==> config.mk <==
export PLATFORM = sky130hd
export DESIGN_NAME = fetch_stage
export DESIGN_NICKNAME = d
export VERILOG_FILES = /design/src/rtl/fetch_stage.sv
export SDC_FILE = /design/constraint.sdc
export NUM_CORES = 1
export LEC_CHECK = 0
export ABC_AREA = 1
export BUFFER_PORTS_ARGS = -buffer_cell sky130_fd_sc_hd__buf_2
export CORE_MARGIN = 2
export CORE_UTILIZATION = 49
export CTS_CLUSTER_SIZE = 20
export DETAILED_ROUTE_END_ITERATION = 6
export PLACE_DENSITY = 0.9
export SYNTH_ARGS = -nofsm -noshare
export SYNTH_HDL_FRONTEND = slang
export SYNTH_SLANG_ARGS = --single-unit
==> constraint.sdc <==
create_clock -name clk -period 1.8 [get_ports clk]
set_input_delay 0.54 -clock clk [delete_from_list [all_inputs] [get_ports clk]]
set_output_delay 0.54 -clock clk [all_outputs]
set_load 0.005 [all_outputs]
==> src/rtl/fetch_stage.sv <==
// Instruction-fetch stage and IF/ID pipeline register for the WISC-15 core.
// Owns the PC, applies stall/redirect requests and sequences the halt.
module fetch_stage #(
    parameter logic [15:0] RESET_PC = 16'h0000,
    parameter logic [3:0]  HLT_OP   = 4'hF
) (
    input  logic        clk,
    input  logic        rst_n,
    input  logic        stall_i,
    input  logic        redirect_i,
    input  logic [15:0] redirect_pc_i,
    input  logic        halt_commit_i,
    output logic [15:0] im_addr_o,
    output logic        im_rd_en_o,
    input  logic [15:0] im_instr_i,
    input  logic        im_ready_i,
    output logic [15:0] pc_o,
    output logic [15:0] if_id_instr_o,
    output logic [15:0] if_id_pc_o,
    output logic [15:0] if_id_pc1_o,
    output logic        if_id_valid_o,
    output logic        hlt_o
);

    typedef enum logic [1:0] {
        S_RUN,
        S_DRAIN,
        S_HALTED
    } state_t;

    state_t      r_state;
    logic [15:0] r_pc;
    logic [15:0] r_ifIdInstr;
    logic [15:0] r_ifIdPc;
    logic [15:0] r_ifIdPc1;
    logic        r_ifIdValid;

    state_t      w_stateNext;
    logic [15:0] w_pcNext;
    logic [15:0] w_ifIdInstrNext;
    logic [15:0] w_ifIdPcNext;
    logic [15:0] w_ifIdPc1Next;
    logic        w_ifIdValidNext;
    logic [15:0] w_pcPlus1;

    assign w_pcPlus1 = r_pc + 16'd1;

    always_ff @(posedge clk) begin
        if (!rst_n) begin
            r_state     <= S_RUN;
            r_pc        <= RESET_PC;
            r_ifIdInstr <= 16'h0000;
            r_ifIdPc    <= 16'h0000;
            r_ifIdPc1   <= 16'h0000;
            r_ifIdValid <= 1'b0;
        end else begin
            r_state     <= w_stateNext;
            r_pc        <= w_pcNext;
            r_ifIdInstr <= w_ifIdInstrNext;
            r_ifIdPc    <= w_ifIdPcNext;
            r_ifIdPc1   <= w_ifIdPc1Next;
            r_ifIdValid <= w_ifIdValidNext;
        end
    end

    // Priority within a cycle: redirect, then stall, then fetch/drain.
    always_comb begin
        w_stateNext     = r_state;
        w_pcNext        = r_pc;
        w_ifIdInstrNext = r_ifIdInstr;
        w_ifIdPcNext    = r_ifIdPc;
        w_ifIdPc1Next   = r_ifIdPc1;
        w_ifIdValidNext = r_ifIdValid;
        case (r_state)
            S_RUN: begin
                if (redirect_i) begin
                    w_pcNext        = redirect_pc_i;
                    w_ifIdValidNext = 1'b0;
                end else if (!stall_i) begin
                    if (!im_ready_i) begin
                        w_ifIdValidNext = 1'b0;
                    end else begin
                        w_ifIdInstrNext = im_instr_i;
                        w_ifIdPcNext    = r_pc;
                        w_ifIdPc1Next   = w_pcPlus1;
                        w_ifIdValidNext = 1'b1;
                        if (im_instr_i[15:12] == HLT_OP) begin
                            w_stateNext = S_DRAIN;
                        end else begin
                            w_pcNext = w_pcPlus1;
                        end
                    end
                end
            end
            S_DRAIN: begin
                // A redirect here means the HLT was on a wrong path.
                if (redirect_i) begin
                    w_pcNext        = redirect_pc_i;
                    w_ifIdValidNext = 1'b0;
                    w_stateNext     = S_RUN;
                end else if (!stall_i) begin
                    w_ifIdValidNext = 1'b0;
                    if (halt_commit_i) begin
                        w_stateNext = S_HALTED;
                    end
                end
            end
            S_HALTED: begin
                w_stateNext = S_HALTED;
            end
            default: begin
                w_stateNext = S_RUN;
            end
        endcase
    end

    assign pc_o          = r_pc;
    assign im_addr_o     = r_pc;
    assign im_rd_en_o    = (r_state == S_RUN);
    assign hlt_o         = (r_state == S_HALTED);
    assign if_id_instr_o = r_ifIdInstr;
    assign if_id_pc_o    = r_ifIdPc;
    assign if_id_pc1_o   = r_ifIdPc1;
    assign if_id_valid_o = r_ifIdValid;

endmodule

==> impl_metrics.env, run 1 <==
export IMPL_synth_xor_area_frac=0.0137
export IMPL_syn_inst=462
export IMPL_antenna_cells=0
export IMPL_cap_violations=0
export IMPL_clock_fmax_mhz=599
export IMPL_avgSynthCellArea_um2=6.90
export IMPL_finalHoldViolations=0
export IMPL_die_h_um=84.6
export IMPL_drt_drc_violations_left=0
export IMPL_num_vias=3269
export IMPL_skew_ps=13.1
export IMPL_synth_top_family_by_area="simple AND/OR/NAND/NOR gates"
export IMPL_cts_tree="built"
export IMPL_vias_per_cell=5.01
export IMPL_numClockSinks=67
export IMPL_grt_pass1_wl_um=13700
export IMPL_h_tree_depth=3
export IMPL_cp_num_buf_inv=2
export IMPL_start_kind="register"
export IMPL_worst_pin_slew_ps=614
export IMPL_max_stage_delay_ps=440
export IMPL_dieArea_mm2=0.00716
export IMPL_clkTransAtPathRegs_ps=80
export IMPL_ir_drop_uv=575
export IMPL_ys_ff_latch=67
export IMPL_grt_usage=0.238
export IMPL_grt_max_degree=28
export IMPL_path_class="reg2out"
export IMPL_routedWlPerCell_um=12.8
export IMPL_cp_top_family="flip-flops"
export IMPL_fin_crit_sh=0.928
export IMPL_start_util=0.505
export IMPL_grt_overflow=0
export IMPL_post_cts_buffers=0
export IMPL_drv_slew=0
export IMPL_antenna_found_initial=0
export IMPL_slew_headroom=0.590
export IMPL_hold_buffers=0
export IMPL_ant_nets=0
export IMPL_clockRootBuffer="clkbuf_8"
export IMPL_cp_arrival_ps=1130
export IMPL_first_global_vias=3025
export IMPL_routed_wl_um=8370
export IMPL_drive_gt1_frac=0.277
export IMPL_row_count=29
export IMPL_area_growth_syn_to_layout_pct=24.8
export IMPL_path_max_fanout=4
export IMPL_cts_inserted_buffers=9
export IMPL_fin_setup_tns_ps=0
export IMPL_mappedNetlistArea_mm2=0.00319
export IMPL_synth_simple_area_share=0.281
export IMPL_worstPathRequired_ps=1260
export IMPL_muxShareOfSynthArea=0
export IMPL_cts_path_max_buffers=2
export IMPL_core_mm2=0.00631
export IMPL_hp_class="in2reg"
export IMPL_clock_latency_ps=360
export IMPL_synth_distinct_cells=28
export IMPL_gp_congestion=0.873
export IMPL_port_buffers=120
export IMPL_yosys_warnings=0
export IMPL_fin_nets=609
export IMPL_synthesis_nets=501
export IMPL_first_pass_iters=4
export IMPL_ys_seq_area_frac=0.421
export IMPL_crit_path_end_kind="output pin"
export IMPL_p_leak_nw=2.09
export IMPL_power_density_mw_per_mm2=865
export IMPL_initialDrtViolationCount=175
export IMPL_die_x_um=84.6
export IMPL_min_period_ps=1670
export IMPL_setup_viol=0
export IMPL_grt_setup_unrepaired="false"
export IMPL_synth_compound_area_frac=0.154
export IMPL_setup_ws_ps=130
export IMPL_path_cells="inv_1, nor2_1, buf_2"
export IMPL_slowest_stage="dfxtp_1"
export IMPL_outcome="complete, no violations"
export IMPL_pre_cts_slack_ps=97.8
export IMPL_dp_hpwl_um=6370
export IMPL_num_io_pins=121
export IMPL_synthAdderAreaFrac=0.00393
==> synth_stat cells <==
library cell / number / share of area
nor3_1: 1 / 0.0016
nor2_1: 55 / 0.065
nand2_4: 2 / 0.0071
ha_1: 1 / 0.0039
nand3_4: 1 / 0.0055
nand3b_1: 1 / 0.0024
o211ai_1: 4 / 0.0094
nand2_1: 129 / 0.15
dfxtp_1: 67 / 0.42
buf_6: 2 / 0.0071
nor2_4: 2 / 0.0071
nand4_1: 3 / 0.0059
nor2_2: 1 / 0.0020
inv_1: 45 / 0.053
buf_2: 9 / 0.014
o21ai_4: 1 / 0.0051
o21a_1: 5 / 0.012
o21bai_1: 2 / 0.0047
o21ai_0: 30 / 0.047
xor2_1: 5 / 0.014
a21o_1: 1 / 0.0024
o21ai_1: 1 / 0.0016
a21oi_1: 46 / 0.072
buf_4: 17 / 0.040
nand3_1: 21 / 0.033
buf_1: 1 / 0.0012
inv_2: 2 / 0.0024
clkbuf_1: 7 / 0.0082
==> stage by stage <==
stage	utilization	hold WS (ps)	cells	total power, mW	cell area, um^2
2_1_floorplan	-	456	462	1.99	3190
3_5_place_dp	0.597	453	636	2.18	3770
6_report	0.630	420	652	3.44	3980
3_3_place_gp	0.597	449	636	2.17	3770
4_1_cts	0.629	412	652	3.46	3970
5_1_grt	0.630	418	652	3.61	3980
==> cell families after synthesis <==
logic type	after synthesis
DFF	67
adders and majority gates	1
buffers and inverters	83
AOI/OAI and AO/OA	90
and+or+nand+nor	216
xor gates and xnor gates	5
==> power breakdown <==
group | switching [mW] | internal, mW | leakage (nW)
clock network | 0.635 | 0.658 | 0.101
registers | 0.0685 | 1.56 | 0.548
logic | 0.294 | 0.222 | 1.44
==> worst register-to-register path: stages (launching register included) <==
cell and delay [ps]:
dfxtp_1 410, ha_1 220, nand3_1 180, inv_1 190
nand3b_1 120, inv_1 70, nand2_1 60, nand2_1 80
nand2_1 60, nand2_1 60, inv_1 30
==> worst paths after layout <==
| path | to | cells after the start | start | slack [ps] |
|---|---|---|---|---|
| worst max-delay path | hlt_o | 3 | r_state[1]$_SDFFE_PN0P_ | 130 |
| worst max register to register | if_id_pc1_o[10]$_SDFFE_PN0P_ | 10 | im_addr_o[0]$_SDFFE_PN0P_ | 230 |
| worst min register to register | if_id_pc_o[1]$_SDFFE_PN0P_ | 2 | if_id_pc_o[1]$_SDFFE_PN0P_ | 470 |
| worst min-delay path | if_id_instr_o[10]$_SDFFE_PN0P_ | 3 | im_instr_i[10] | 420 |
==> cell usage in the layout (no fill, tap or decap) <==
master	synthesis	routed
nand2_1	129	129
buf_2	9	120
dfxtp_1	67	67
nor2_1	55	54
a21oi_1	46	46
inv_1	45	45
o21ai_0	30	30
nand3_1	21	21
buf_4	17	12
clkbuf_8	0	9
o21a_1	5	5
xor2_1	5	5
o211ai_1	4	4
nand4_1	3	3
inv_6	0	3
nor2_4	2	2
nor2_2	1	2
inv_2	2	2
o21bai_1	2	2
nand2_4	2	2
clkinv_4	0	2
nand3_4	1	1
a21o_1	1	1
nand3b_1	1	1
o21ai_4	1	1
nor3_1	1	1
o21ai_1	1	1
ha_1	1	1
bufinv_16	0	1
clkinvlp_4	0	1
buf_12	0	1
==> metal layers <==
| layer | share of wire | global-route usage |
|---|---|---|
| met5 | 0 | 0 |
| met4 | 0.014 | 0.0664 |
| met3 | 0.092 | 0.0737 |
| met2 | 0.48 | 0.407 |
| met1 | 0.42 | 0.289 |
==> final cells by class <==
class	instances	area, um^2
Sequential cell	67	1340
Fill cell	579	2340
Inverter	47	176
Timing Repair Buffer	133	711
Clock buffer	9	124
Clock inverter	7	81.3
Multi-Input combinational cell	312	1450
Tap cell	77	96.3
==> state kept, by name, summed over array words and instances, names as in the netlist <==
| name | flops |
|---|---|
| if_id_valid_o | 1 |
| if_id_pc_o | 16 |
| im_addr_o | 16 |
| if_id_instr_o | 16 |
| if_id_pc1_o | 16 |
| r_state | 2 |
==> repair_timing <==
| item | 4_1_cts | 5_1_grt |
|---|---|---|
| setup endpoints to repair | 0 | 2 |
| resized for setup | 0 | 1 |
| endpoints found under the hold margin | 0 | 0 |
(Power assumes the default switching activity.)
==> run 2, diff against run 1 <==
--- a/config.mk
+++ b/config.mk
@@ -8,10 +8,10 @@
 export ABC_AREA = 1
 export BUFFER_PORTS_ARGS = -buffer_cell sky130_fd_sc_hd__buf_2
 export CORE_MARGIN = 2
-export CORE_UTILIZATION = 49
+export CORE_UTILIZATION = 35
 export CTS_CLUSTER_SIZE = 20
 export DETAILED_ROUTE_END_ITERATION = 6
-export PLACE_DENSITY = 0.9
+export PLACE_DENSITY = 0.7
 export SYNTH_ARGS = -nofsm -noshare
 export SYNTH_HDL_FRONTEND = slang
 export SYNTH_SLANG_ARGS = --single-unit
==> run 2 against run 1 <==
  * Combinational power barely moved
  * Power fell by 5.6%
  * Setup slack improved by 48 ps
  * Cell count rose by 4.3%
  * Critical path type unchanged
  * First-iteration DRC count fell by 19%
  * Flip-flop and latch count did not move
  * Die area rose by 38%
  * Register-to-register slack barely moved
  * Maximum frequency rose by 3.0%
  * Highest routed layer unchanged
  * Hold slack improved by 23 ps
  * Critical path depth did not move
==> impl_metrics.env, run 2 (synthesized netlist as in run 1, its figures left out) <==
export IMPL_clkTransAtPathRegs_ps=70
export IMPL_ant_nets=0
export IMPL_grt_overflow=0
export IMPL_dieArea_mm2=0.00988
export IMPL_die_x_um=99.4
export IMPL_drv_slew=0
export IMPL_max_stage_delay_ps=410
export IMPL_fin_crit_sh=0.901
export IMPL_die_h_um=99.4
export IMPL_cts_tree="built"
export IMPL_first_global_vias=3123
export IMPL_path_cells="inv_1, nor2_1, buf_2"
export IMPL_gp_congestion=0.871
export IMPL_path_class="reg2out"
export IMPL_drt_drc_violations_left=0
export IMPL_setup_ws_ps=178
export IMPL_slew_headroom=0.583
export IMPL_fin_setup_tns_ps=0
export IMPL_clock_fmax_mhz=617
export IMPL_numClockSinks=67
export IMPL_worstPathRequired_ps=1260
export IMPL_grt_usage=0.185
export IMPL_pre_cts_slack_ps=120
export IMPL_initialDrtViolationCount=142
export IMPL_vias_per_cell=4.80
export IMPL_clock_latency_ps=350
export IMPL_area_growth_syn_to_layout_pct=24.5
export IMPL_power_density_mw_per_mm2=819
export IMPL_cap_violations=0
export IMPL_start_kind="register"
export IMPL_cts_inserted_buffers=9
export IMPL_ir_drop_uv=366
export IMPL_core_mm2=0.00876
export IMPL_grt_setup_unrepaired="false"
export IMPL_dp_hpwl_um=6690
export IMPL_cp_arrival_ps=1080
export IMPL_post_cts_resized=0
export IMPL_layout_commonest_cell="nand2_1"
export IMPL_start_util=0.364
export IMPL_clockRootBuffer="clkbuf_8"
export IMPL_setup_viol=0
export IMPL_antenna_found_initial=0
export IMPL_drive_gt1_frac=0.269
export IMPL_crit_path_end_kind="output pin"
export IMPL_hp_class="in2reg"
export IMPL_num_vias=3261
export IMPL_skew_ps=13.9
export IMPL_utilization=0.453
export IMPL_nFillCells=932
export IMPL_worst_pin_slew_ps=626
export IMPL_antenna_cells=0
export IMPL_finalHoldViolations=0
export IMPL_cts_path_max_buffers=2
export IMPL_min_period_ps=1620
export IMPL_grt_max_degree=29
export IMPL_hold_buffers=0
export IMPL_h_tree_depth=3
export IMPL_grt_pass1_wl_um=14500
export IMPL_num_io_pins=121
export IMPL_first_pass_iters=4
export IMPL_post_cts_buffers=0
export IMPL_row_count=34
export IMPL_port_buffers=120
export IMPL_outcome="complete, no violations"
export IMPL_slowest_stage="dfxtp_1"
export IMPL_fin_nets=608
export IMPL_p_leak_nw=2.07
export IMPL_mostFrequentLayoutCells="nand2_1 (129), buf_2 (120), dfxtp_1 (67)"
export IMPL_routedWlPerCell_um=12.9
export IMPL_routed_wl_um=8790
export IMPL_path_max_fanout=4
## run 2: changes by cell type in the layout (fill, tap and decap cells not counted)
cell / before / now
clkbuf_8: 9 / 11
buf_4: 12 / 11
nor2_1: 54 / 55
inv_6: 3 / 0
clkbuf_1: 0 / 1
clkinv_2: 0 / 1
bufinv_16: 1 / 0
nor2_2: 2 / 1
clkinv_4: 2 / 0
## run 2: layout make-up
class,count,area (um^2),share of cell area
well taps,108,135,0.0341
clock inverters,2,12.5,0.00315
flip-flops and latches,67,1340,0.338
inverters,47,176,0.0445
repair buffers,132,703,0.177
clock buffers,12,155,0.0391
multi-input cells,312,1440,0.364
## run 2: worst paths after layout
kind	from	end	cells after the start	slack, ps
max	r_state[1]$_SDFFE_PN0P_	hlt_o	3	180
min	im_instr_i[0]	if_id_instr_o[0]$_SDFFE_PN0P_	3	440
min reg2reg	if_id_instr_o[15]$_SDFFE_PN0P_	if_id_instr_o[15]$_SDFFE_PN0P_	2	470
max reg2reg	im_addr_o[0]$_SDFFE_PN0P_	im_addr_o[6]$_SDFFE_PN0P_	7	230
## run 2: report_power, final
group | switching [mW] | internal (mW) | leakage, nW
logic | 0.298 | 0.221 | 1.44
clock network | 0.537 | 0.558 | 0.0843
registers | 0.0705 | 1.56 | 0.548
## run 2: worst max-delay path, delay by kind of cell, from the launching register on
| kind | cells | cell delay (ps) |
|---|---|---|
| buffers and inverters | 2 | 240 |
| flip-flops | 1 | 410 |
| AND/OR/NAND/NOR | 1 | 100 |
## run 2: per-layer routing
metal	routed length, um	part of all wire	track usage	vias up
met5	0	0	0	-
met4	109	0.012	0.0495	0
met3	805	0.092	0.0682	10
met2	4150	0.47	0.312	124
met1	3720	0.42	0.221	1474
li1	-	-	-	1653
## run 2: through the flow
step / hold WS [ps] / cell area, um^2 / cells / power [mW]
after floorplan: 456 / 3190 / 462 / 1.99
after global placement: 451 / 3800 / 666 / 2.18
after detailed placement: 457 / 3800 / 666 / 2.19
after CTS: 425 / 3970 / 680 / 3.29
after global routing: 438 / 3970 / 680 / 3.44
final: 442 / 3970 / 680 / 3.25
==> run 3, diff against run 2 <==
--- a/config.mk
+++ b/config.mk
@@ -8,10 +8,10 @@
 export ABC_AREA = 1
 export BUFFER_PORTS_ARGS = -buffer_cell sky130_fd_sc_hd__buf_2
 export CORE_MARGIN = 2
-export CORE_UTILIZATION = 35
+export CORE_UTILIZATION = 30
 export CTS_CLUSTER_SIZE = 20
 export DETAILED_ROUTE_END_ITERATION = 6
-export PLACE_DENSITY = 0.7
+export PLACE_DENSITY = 0.65
 export SYNTH_ARGS = -nofsm -noshare
 export SYNTH_HDL_FRONTEND = slang
 export SYNTH_SLANG_ARGS = --single-unit
==> constraint.sdc (replaced) <==
create_clock -name clk -period 1.4 [get_ports clk]
set_input_delay 0.42 -clock clk [delete_from_list [all_inputs] [get_ports clk]]
set_output_delay 0.42 -clock clk [all_outputs]
set_load 0.005 [all_outputs]
==> run 3 against run 2 <==
  * Clock power increased by 70%
  * Final area increased by 13%
  * Routed wire length increased by 6.1%
  * Non-clock buffer count increased by 34
  * Largest cell class unchanged
  * Power increased by 47%
  * Sequential power increased by 29%
  * The flow now finishes with violations (setup timing)
==> impl_metrics.env, run 3 (synthesized netlist as in run 1, its figures left out) <==
export IMPL_outcome="finished, violations left"
export IMPL_violations="setup timing"
export IMPL_mostFrequentLayoutCells="nand2_1 (128), buf_2 (120), dfxtp_1 (53)"
export IMPL_met3_usage=0.0486
export IMPL_h_tree_depth=3
export IMPL_start_util=0.309
export IMPL_fin_nets=642
export IMPL_antenna_found_initial=0
export IMPL_cts_tree="built"
export IMPL_ir_drop_uv=517
export IMPL_row_count=37
export IMPL_layout_commonest_cell="nand2_1"
export IMPL_finalHoldViolations=0
export IMPL_vias_per_cell=4.50
export IMPL_antenna_cells=0
export IMPL_finalNonFillerCells=744
export IMPL_ant_nets=0
export IMPL_grt_setup_unrepaired="true"
export IMPL_clkTransAtPathRegs_ps=70
export IMPL_gp_congestion=0.837
export IMPL_routedWlPerCell_um=12.5
export IMPL_clock_fmax_mhz=700
export IMPL_p_leak_nw=2.29
export IMPL_cts_inserted_buffers=9
export IMPL_fin_crit_sh=1.02
export IMPL_grt_usage=0.165
export IMPL_num_vias=3351
export IMPL_met1_usage=0.204
export IMPL_hp_class="in2reg"
export IMPL_drive_gt1_frac=0.368
export IMPL_clock_latency_ps=350
export IMPL_first_global_vias=3199
export IMPL_slew_headroom=0.777
export IMPL_busiest_layer="met2"
export IMPL_cp_arrival_ps=1010
export IMPL_grt_pass1_wl_um=14900
export IMPL_clockRootBuffer="clkbuf_8"
export IMPL_dp_cells=725
export IMPL_initialDrtViolationCount=131
export IMPL_grt_max_degree=28
export IMPL_skew_ps=9.81
export IMPL_routed_wl_um=9330
export IMPL_path_max_fanout=3
export IMPL_min_period_ps=1430
export IMPL_worst_pin_slew_ps=334
export IMPL_core_mm2=0.0103
export IMPL_path_class="reg2out"
export IMPL_numClockSinks=67
export IMPL_start_kind="register"
export IMPL_first_pass_iters=4
export IMPL_area_growth_syn_to_layout_pct=41.0
export IMPL_cts_path_max_buffers=2
export IMPL_utilization=0.435
export IMPL_grt_overflow=0
export IMPL_num_io_pins=121
export IMPL_setup_viol=1
export IMPL_worstPathRequired_ps=980
export IMPL_nFillCells=1062
export IMPL_drt_drc_violations_left=0
export IMPL_crit_path_end_kind="output pin"
export IMPL_power_density_mw_per_mm2=1060
export IMPL_drv_slew=0
export IMPL_setup_ws_ps=-28.4
export IMPL_met2_usage=0.269
export IMPL_cap_violations=0
export IMPL_dp_hpwl_um=7120
export IMPL_total_power_mw=4.76
export IMPL_port_buffers=120
export IMPL_dieArea_mm2=0.0115
export IMPL_die_x_um=107
export IMPL_die_h_um=107
[run 3: cell count changes in the layout (fill, tap and decap cells not counted), sizes merged]
cell / before / now
bufinv: 0 / 2
buf: 132 / 165
clkbuf: 12 / 13
[run 3: metrics by stage]
stage	setup TNS (ps)	instance area, um^2	setup WS [ps]	hold WS [ps]
finish	-28.4	4490	-28.4	309
detailed placement	-1690	4080	-96.3	456
CTS	-44.6	4380	-44.6	291
global route	-305	4490	-62.1	308
floorplan	0	3190	10.2	456
global placement	-702	4080	-65.9	451
[run 3: critical path, cell delays in order (launching register included)]
cell,delay (ps)
dfxtp_2,350
buf_6,120
nor2_1,80
buf_2,120
[run 3: where the power goes]
part | switching [mW] | leakage (nW) | internal (mW) | total (mW)
logic | 0.438 | 1.62 | 0.377 | 0.815
registers | 0.0809 | 0.554 | 2.01 | 2.10
clock network | 0.753 | 0.113 | 1.10 | 1.85
[run 3: final cells by class]
cell class	instances	area (um^2)	area share
clock buffers	12	155	0.0345
clock inverters	4	72.6	0.0162
inverters	47	186	0.0415
multi-input cells	312	1530	0.341
flip-flops and latches	67	1370	0.304
well taps	136	170	0.0379
repair buffers	166	1010	0.225
[run 3: layer usage]
metal | part of all wire | routed length, um
met5 | 0 | 0
met4 | 0.014 | 135
met3 | 0.078 | 725
met1 | 0.45 | 4170
met2 | 0.46 | 4300
[run 3: timing repair]
action	4_1_cts	5_1_grt
cloned	0	1
buffers inserted	2	1
resized for setup	19	35
hold buffers	0	0
pin swaps	2	1
endpoints found under the setup margin	26	41
[run 3: path summary, 6_finish.rpt]
check	start	end	slack (ps)	depth (start not counted)
max	r_state[0]$_SDFFE_PN0P_	hlt_o	-30	3
min	im_instr_i[3]	if_id_instr_o[3]$_SDFFE_PN0P_	310	3
max reg2reg	r_state[1]$_SDFFE_PN0P_	im_addr_o[10]$_SDFFE_PN0P_	50	9
min reg2reg	if_id_instr_o[13]$_SDFFE_PN0P_	if_id_instr_o[13]$_SDFFE_PN0P_	460	2
